<file path="src/rtl/dmem_ctrl_pkg.sv">
// Shared types and widths for the data-memory access sequencer.
package dmem_ctrl_pkg;

  localparam int DADDR_W = 8;
  localparam int RADDR_W = 5;

  typedef enum logic [2:0] {
    IDLE,
    ST_WR,
    LD_ADDR,
    LD_WAIT,
    LD_WB
  } state_e;

  typedef enum logic {
    OP_LOAD  = 1'b0,
    OP_STORE = 1'b1
  } op_e;

endpackage

</file>
<file path="src/rtl/dmem_ctrl_perf.sv">
// Saturating load/store event counters; each increments by one in the cycle after its strobe.
// Never stalls the sequencer; counts stick at 16'hFFFF.
module dmem_ctrl_perf (
  input  logic        clk,
  input  logic        rst_n,
  input  logic        i_ld_inc,
  input  logic        i_st_inc,
  output logic [15:0] o_ld_count,
  output logic [15:0] o_st_count
);

  logic [15:0] r_ld_cnt;
  logic [15:0] r_st_cnt;

  always_ff @(posedge clk or negedge rst_n) begin
    if (!rst_n) begin
      r_ld_cnt <= 16'd0;
      r_st_cnt <= 16'd0;
    end else begin
      if (i_ld_inc && (r_ld_cnt != 16'hFFFF)) r_ld_cnt <= r_ld_cnt + 16'd1;
      if (i_st_inc && (r_st_cnt != 16'hFFFF)) r_st_cnt <= r_st_cnt + 16'd1;
    end
  end

  assign o_ld_count = r_ld_cnt;
  assign o_st_count = r_st_cnt;

endmodule

</file>
<file path="src/rtl/dmem_access_ctrl.sv">
// Load/store strobe sequencer: store busy 1 cycle, load busy DMEM_RD_LAT+1; cmd_ready only in IDLE, no queuing.
// DMEM_ACCESS_CTRL_PERF_EN adds saturating ld_count/st_count outputs.
module dmem_access_ctrl
  import dmem_ctrl_pkg::*;
#(
  parameter int DMEM_RD_LAT = 1
) (
  input  logic               clk,
  input  logic               rst_n,
  input  logic               cmd_valid,
  output logic               cmd_ready,
  input  logic               cmd_op,
  input  logic [DADDR_W-1:0] cmd_addr,
  input  logic [RADDR_W-1:0] cmd_reg,
  output logic [DADDR_W-1:0] D_addr,
  output logic               Dmem_write,
  output logic               Reg_write,
  output logic [RADDR_W-1:0] Reg_w_addr,
  output logic [RADDR_W-1:0] Reg_Ra_addr,
  output logic               done,
  output logic               busy
`ifdef DMEM_ACCESS_CTRL_PERF_EN
  ,
  output logic [15:0]        ld_count,
  output logic [15:0]        st_count
`endif
);

  localparam logic [1:0] WAIT_INIT = 2'((DMEM_RD_LAT > 1) ? (DMEM_RD_LAT - 2) : 0);

  state_e             r_state;
  state_e             w_next;
  logic [DADDR_W-1:0] r_addr;
  logic [RADDR_W-1:0] r_reg;
  logic [1:0]         r_wait;
  logic               w_accept;

  assign w_accept = cmd_valid && (r_state == IDLE);

  always_ff @(posedge clk or negedge rst_n) begin
    if (!rst_n) r_state <= IDLE;
    else        r_state <= w_next;
  end

  always_ff @(posedge clk or negedge rst_n) begin
    if (!rst_n) begin
      r_addr <= '0;
      r_reg  <= '0;
    end else if (w_accept) begin
      r_addr <= cmd_addr;
      r_reg  <= cmd_reg;
    end
  end

  // Loaded while leaving LD_ADDR so LD_WAIT spans exactly DMEM_RD_LAT-1 cycles.
  always_ff @(posedge clk or negedge rst_n) begin
    if (!rst_n)                                 r_wait <= 2'd0;
    else if (r_state == LD_ADDR)                r_wait <= WAIT_INIT;
    else if (r_state == LD_WAIT && r_wait != 0) r_wait <= r_wait - 2'd1;
  end

  always_comb begin
    w_next     = r_state;
    cmd_ready  = 1'b0;
    Dmem_write = 1'b0;
    Reg_write  = 1'b0;
    done       = 1'b0;
    case (r_state)
      IDLE: begin
        cmd_ready = 1'b1;
        if (cmd_valid) w_next = (cmd_op == OP_STORE) ? ST_WR : LD_ADDR;
      end
      ST_WR: begin
        Dmem_write = 1'b1;
        done       = 1'b1;
        w_next     = IDLE;
      end
      LD_ADDR: w_next = (DMEM_RD_LAT > 1) ? LD_WAIT : LD_WB;
      LD_WAIT: if (r_wait == 2'd0) w_next = LD_WB;
      LD_WB: begin
        Reg_write = 1'b1;
        done      = 1'b1;
        w_next    = IDLE;
      end
      default: w_next = IDLE;
    endcase
  end

  assign busy        = (r_state != IDLE);
  assign D_addr      = r_addr;
  assign Reg_w_addr  = r_reg;
  assign Reg_Ra_addr = r_reg;

`ifdef DMEM_ACCESS_CTRL_PERF_EN
  dmem_ctrl_perf u_perf (
    .clk        (clk),
    .rst_n      (rst_n),
    .i_ld_inc   (r_state == LD_WB),
    .i_st_inc   (r_state == ST_WR),
    .o_ld_count (ld_count),
    .o_st_count (st_count)
  );
`endif

endmodule

</file>
<file path="config.mk">
export PLATFORM = sky130hd
export DESIGN_NAME = dmem_access_ctrl
export DESIGN_NICKNAME = d
export VERILOG_FILES = /design/src/rtl/dmem_ctrl_pkg.sv /design/src/rtl/dmem_ctrl_perf.sv /design/src/rtl/dmem_access_ctrl.sv
export SDC_FILE = /design/constraint.sdc
export NUM_CORES = 1
export LEC_CHECK = 0
export BUFFER_PORTS_ARGS = -buffer_cell sky130_fd_sc_hd__buf_2
export CAP_MARGIN = 20
export CORE_MARGIN = 2
export CORE_UTILIZATION = 45
export CTS_CLUSTER_DIAMETER = 200
export DETAILED_ROUTE_END_ITERATION = 8
export PLACE_DENSITY = 0.9
export RECOVER_POWER = 25
export SETUP_SLACK_MARGIN = 0.2
export SLEW_MARGIN = 20
export SYNTH_ARGS = -nofsm -noshare
export SYNTH_HDL_FRONTEND = slang
export SYNTH_SLANG_ARGS = --single-unit
export TNS_END_PERCENT = 10
</file>
<file path="constraint.sdc">
create_clock -name clk -period 2 [get_ports clk]
set_clock_uncertainty 0.2 [all_clocks]
set_input_delay 0.1 -clock clk [delete_from_list [all_inputs] [get_ports clk]]
set_output_delay 0.1 -clock clk [all_outputs]
set_load 0.005 [all_outputs]
</file>
==> impl_metrics.yaml, run 1 <==
global_route:
  use_met1: 0.188
  grt_remaining_overflow: 0
  use_met2: 0.341
  grt_start_max_net_pins: 19
  track_usage: 0.182
  top_usage_layer: "met2"
  antenna_found_initial: 0
  grt_pass1_vias: 655
  grt_pass1_wl_mm: 2.74
  use_met3: 0.0340
die:
  chipHeight_um: 47.8
  start_util: 0.489
  placementRows: 15
  die_w_um: 47.8
  pin_count: 40
  coreArea_um2: 1760
  die_area_um2: 2280
clock_network:
  cts_max_level: 1
  clock_sinks: 18
  clk_pin_slew_worst_paths_ns: 0.10
  cts_tree: "yes"
  clk_latency_ns: 0.28
  cts_made_buffers: 3
  cts-root-buf: "clkbuf_4"
  cts_max_path_buffers: 2
power_and_ir_drop:
  seqPwrFrac: 0.487
  ir_worst_vdd_mv: 0.495
  clockPowerShare: 0.222
  combPwrFrac: 0.291
  p_int_w: 0.000715
  power_density_nw_per_um2: 778
  swShare: 0.259
  power.switching_w: 0.000250
  total_power_w: 0.000965
  leakage_nw: 0.610
critical_path:
  reg2reg_setup_slack_ns: 0.29
  slowest_delay_ns: 0.48
  required_ns: 1.98
  rr_startpoint: "r_state[0]"
  crit_path_end_kind: "register"
  ff2ff_path_depth: 3
  path_max_fanout: 13
  rr_endpoint: "Reg_Ra_addr[4]"
  worst_path_max_delay_cell: "dfrtp_2"
  crit_end: "Reg_Ra_addr[4]"
  crit_type: "register to register"
  start_kind: "register"
  startpoint: "r_state[0]"
  crit_chain: "nor3_4, and2_4, mux2_2"
  cp_data_arrival_time_ns: 1.69
sta:
  worst_pin_slew_ns: 0.936
  setup_tns_ns: 0
  fmax_mhz: 583
  max-slew-margin-rel: 0.376
  grt_setup_unrepaired: "yes"
  finalSetupViolCount: 0
  slew_violations: 0
  period_share: 0.857
  hold_viol_final: 0
  post-route-min-period_ns: 1.71
place:
  dp.cells: 121
  gp_congestion: 0.730
  portBuffers: 39
  dp_hpwl_mm: 1.20
cells_and_area:
  seq_area_um2: 453
  fillers: 137
  drive_above_1_share: 0.513
  fin_nets: 136
  final_util: 0.704
  multiInputGateArea_um2: 345
  finalNonFillerCells: 142
  antenna_cells: 0
  syn_to_final_growth_pct: 44.0
yosys:
  syn_inst: 64
  syn_avg_cell_area_um2: 13.5
  ys_seq_elements: 18
  yosysMostFrequentCell: "dfrtp_1"
  yosysWarnings: 0
  ys_types: 23
  yosysSeqAreaShare: 0.522
  synth-simple-area-share: 0.110
  async_flop_share: 1.00
  ys.flop_type: "dfrtp_1"
  synthTopCellsByArea: "dfrtp_1, mux2_4, buf_4"
  synth_top_family_by_area: "multiplexers"
  netlist.area_leader.share: 0.522
  synth_fa_ha_area_frac: 0.0145
  synth_edf_count: 0
  netlist_top_cells_count: "dfrtp_1, mux2_4, buf_4"
  synthMuxAreaShare: 0.213
  synth_fp_nets: 82
  synthXorXnorAreaFrac: 0.0102
  synth-compound-area-share: 0.0435
  synth_top_cell_by_area: "dfrtp_1"
  syn_area_um2: 862
route:
  wl_per_cell_um: 13.4
  viasPerCell: 4.67
  ant_nets: 0
  drt-total-wl_mm: 1.90
  drc: 0
  drt_first_pass_iters: 4
  drtIter0Drc: 10
  vias: 663
run_status:
  status: "finished clean"
flow_run:
  max_cap_viol_count: 0
worst_hold_path:
  hold_class: "input pin to asynchronous set/reset pin"
==> logic make-up (layout without fill, tap and decap cells) <==
logic type,after synthesis,after routing
buffers and inverters,10,63
AND/OR/NAND/NOR,15,15
flip-flops,18,18
multiplexers,13,13
AO/OA/AOI/OAI,6,6
XOR/XNOR,1,1
adder cells (fa/ha/maj),1,1
==> worst max-delay path: cells and delay by family, from the launching register on <==
kind | cells | cell delay [ns]
flops | 1 | 0.48
simple gates | 2 | 0.56
mux | 1 | 0.37
==> registers in the layout, indices dropped and copies added, names as in the netlist <==
signal       cells
D_addr           8
Reg_Ra_addr      5
r_state          3
r_wait           2
==> per-layer routing <==
layer	up-vias	wire length, um
met5	-	0
met4	0	11
met3	2	129
met2	31	970
met1	312	787
li1	318	-
==> worst min-delay path by stage <==
stage / from / end / cells after the start
floorplan: rst_n / D_addr[0] / 0
global placement: rst_n / Reg_Ra_addr[1] / 1
detailed placement: rst_n / Reg_Ra_addr[1] / 1
CTS: rst_n / Reg_Ra_addr[1] / 2
global route: D_addr[4] / D_addr[4] / 1
finish: rst_n / Reg_Ra_addr[3] / 2
==> stage by stage <==
stage | area, um^2 | setup slack [ns] | hold slack (ns)
final | 1240 | 0.286 | 0.279
after global routing | 1240 | 0.191 | 0.336
after CTS | 1230 | 0.250 | 0.0657
after detailed placement | 1030 | 0.298 | -0.157
after global placement | 1030 | 0.356 | -0.161
after floorplan | 862 | 0.383 | -0.396
==> cell usage in the layout (no fill, tap or decap) <==
cell	n
buf_2	38
dlygate4sd3_1	17
dfrtp_1	16
mux2_4	10
inv_1	3
nand2_1	3
mux2_2	3
clkbuf_4	3
nor2_1	2
o21ai_0	2
a22o_1	2
a21oi_1	2
dfrtp_2	2
nor3_4	1
nor3b_1	1
nor2_4	1
and2_1	1
xnor2_1	1
and2_4	1
nand2b_1	1
or3b_1	1
nor2b_1	1
nand3b_1	1
nand3_1	1
ha_1	1
clkbuf_8	1
clkbuf_1	1
==> power groups by stage <==
stage               Sequential (W)  Clock [W]  Combinational, W
floorplan                 0.000474          0          0.000164
global placement          0.000469          0          0.000247
detailed placement        0.000473          0          0.000250
CTS                       0.000467   0.000225          0.000278
global route              0.000477   0.000243          0.000305
finish                    0.000470   0.000214          0.000281
==> final cells by class <==
class | count | share of cell area
multi-input combinational | 36 | 0.278
tap | 25 | 0.0252
clock buffer | 4 | 0.0292
sequential | 18 | 0.365
inverter | 3 | 0.00907
timing repair buffer | 56 | 0.293
==> repair_timing <==
| item | in CTS | in global routing |
|---|---|---|
| hold buffers | 17 | 0 |
| buffers inserted | 0 | 0 |
| resized for setup | 0 | 4 |
| endpoints found under the setup margin | 0 | 2 |
| hold endpoints to repair | 33 | 0 |
Power figures use the tool's default switching activity.
==> run 2: changes to the inputs <==
--- a/config.mk
+++ b/config.mk
@@ -11,7 +11,7 @@
 export CORE_UTILIZATION = 45
 export CTS_CLUSTER_DIAMETER = 200
 export DETAILED_ROUTE_END_ITERATION = 8
-export PLACE_DENSITY = 0.9
+export PLACE_DENSITY_LB_ADDON = 0.15
 export RECOVER_POWER = 25
 export SETUP_SLACK_MARGIN = 0.2
 export SLEW_MARGIN = 20
==> run 2 against run 1 <==
Net effect: global-route usage fell by 1.6 points; first-iteration DRC count down 50%; clock-buffer cell count is 1 lower; register-to-register slack barely moved; total power decreased by 4.9%.
==> impl_metrics.yaml, run 2 (synthesized netlist as in run 1, its figures left out) <==
global_route:
  antenna_found_initial: 0
  grt_remaining_overflow: 0
  grt_start_max_net_pins: 19
  track_usage: 0.166
  grt_pass1_wl_mm: 2.54
  grt_pass1_vias: 565
cells_and_area:
  syn_to_final_growth_pct: 41.8
  antenna_cells: 0
  fin_nets: 136
  stdcell_area_um2: 1220
  largest_reg_flops: 8
  final_common_cell: "buf_2"
  fillers: 162
  final_util: 0.693
  drive_above_1_share: 0.509
  final_cell_mix: "buf_2, dlygate4sd3_1, dfrtp_1"
run_status:
  status: "finished clean"
clock_network:
  cts-root-buf: "clkbuf_4"
  cts_max_level: 1
  clk_pin_slew_worst_paths_ns: 0.10
  cts_made_buffers: 3
  cts_tree: "yes"
  cts_max_path_buffers: 2
  clk_latency_ns: 0.29
  clock_sinks: 18
die:
  coreArea_um2: 1760
  start_util: 0.489
  placementRows: 15
  die_area_um2: 2280
  pin_count: 40
  chipHeight_um: 47.8
  die_w_um: 47.8
critical_path:
  cp_data_arrival_time_ns: 1.72
  path_max_fanout: 7
  start_kind: "register"
  crit_type: "register to register"
  rr_startpoint: "r_state[0]"
  crit_path_end_kind: "register"
  required_ns: 2.01
  startpoint: "r_state[0]"
place:
  portBuffers: 39
  placed_area_um2: 1030
  dp_hpwl_mm: 1.12
  gp_congestion: 0.771
sta:
  grt_setup_unrepaired: "no"
  finalSetupViolCount: 0
  slew_violations: 0
  worst_pin_slew_ns: 0.934
  fmax_mhz: 585
  hold_viol_final: 0
  setup_tns_ns: 0
  post-route-min-period_ns: 1.71
  max-slew-margin-rel: 0.378
  period_share: 0.855
power_and_ir_drop:
  power_density_nw_per_um2: 751
  ir_worst_vdd_mv: 0.508
  leakage_nw: 0.601
route:
  vias: 646
  drtIter0Drc: 5
  drt_first_pass_iters: 4
  wl_per_cell_um: 12.6
  viasPerCell: 4.58
  ant_nets: 0
  drt-total-wl_mm: 1.77
  drc: 0
flow_run:
  max_cap_viol_count: 0
worst_hold_path:
  hold_class: "input pin to asynchronous set/reset pin"
-- run 2: changes by cell type in the layout (fill, tap and decap cells not counted), sizes merged --
cell and delta:
clkbuf -1
-- run 2: worst paths after layout --
kind | endpoint | slack, ns | cells past startpoint
worst max register to register | r_state[0] | 0.29 | 4
min in group clk | D_addr[7] | 0.31 | 1
worst max-delay path | r_state[0] | 0.29 | 4
worst min register to register | D_addr[7] | 0.31 | 1
max in group asynchronous | r_state[0] | 0.70 | 2
worst min-delay path | Reg_Ra_addr[1] | 0.26 | 2
-- run 2: per-layer routing --
metal / vias to the layer above / GRT usage / part of all wire
met5: - / 0 / 0
met2: 21 / 0.293 / 0.53
met1: 306 / 0.195 / 0.42
met4: 0 / 0.0649 / 0
met3: 0 / 0.0340 / 0.044
li1: 319 / - / -
-- run 2: cell type report --
type,instances,area [um^2],share of cell area
flip-flops and latches,18,453,0.371
repair buffers,56,364,0.298
multi-input cells,36,340,0.278
well taps,25,31.3,0.0256
clock buffers,3,22.5,0.0184
inverters,3,11.3,0.00921
-- run 2: stage by stage --
step | hold slack [ns] | cells | power (W) | worst slack [ns]
2_1_floorplan | -0.396 | 64 | 0.000638 | 0.383
3_3_place_gp | -0.155 | 121 | 0.000716 | 0.339
3_5_place_dp | -0.154 | 121 | 0.000723 | 0.308
4_1_cts | 0.0618 | 141 | 0.000928 | 0.248
5_1_grt | 0.324 | 141 | 0.000977 | 0.204
6_report | 0.258 | 141 | 0.000918 | 0.291
-- run 2: worst max-delay path, cell delays in order, from the launching register on --
cell           delay [ns]
dfrtp_2              0.47
nor2_2               0.16
nand3_1              0.09
dlygate4sd3_1        0.57
a21oi_1              0.15
-- run 2: repair_timing --
action | 4_1_cts | 5_1_grt
hold endpoints to repair | 33 | 0
gates resized for setup | 0 | 3
setup endpoints to repair | 0 | 1
hold buffers | 17 | 0
setup buffers | 0 | 0
-- run 2: where the power goes --
group	switching, W	internal, W
sequential	0.0000421	0.000425
combinational	0.0000954	0.000179
clock	0.000107	0.0000700
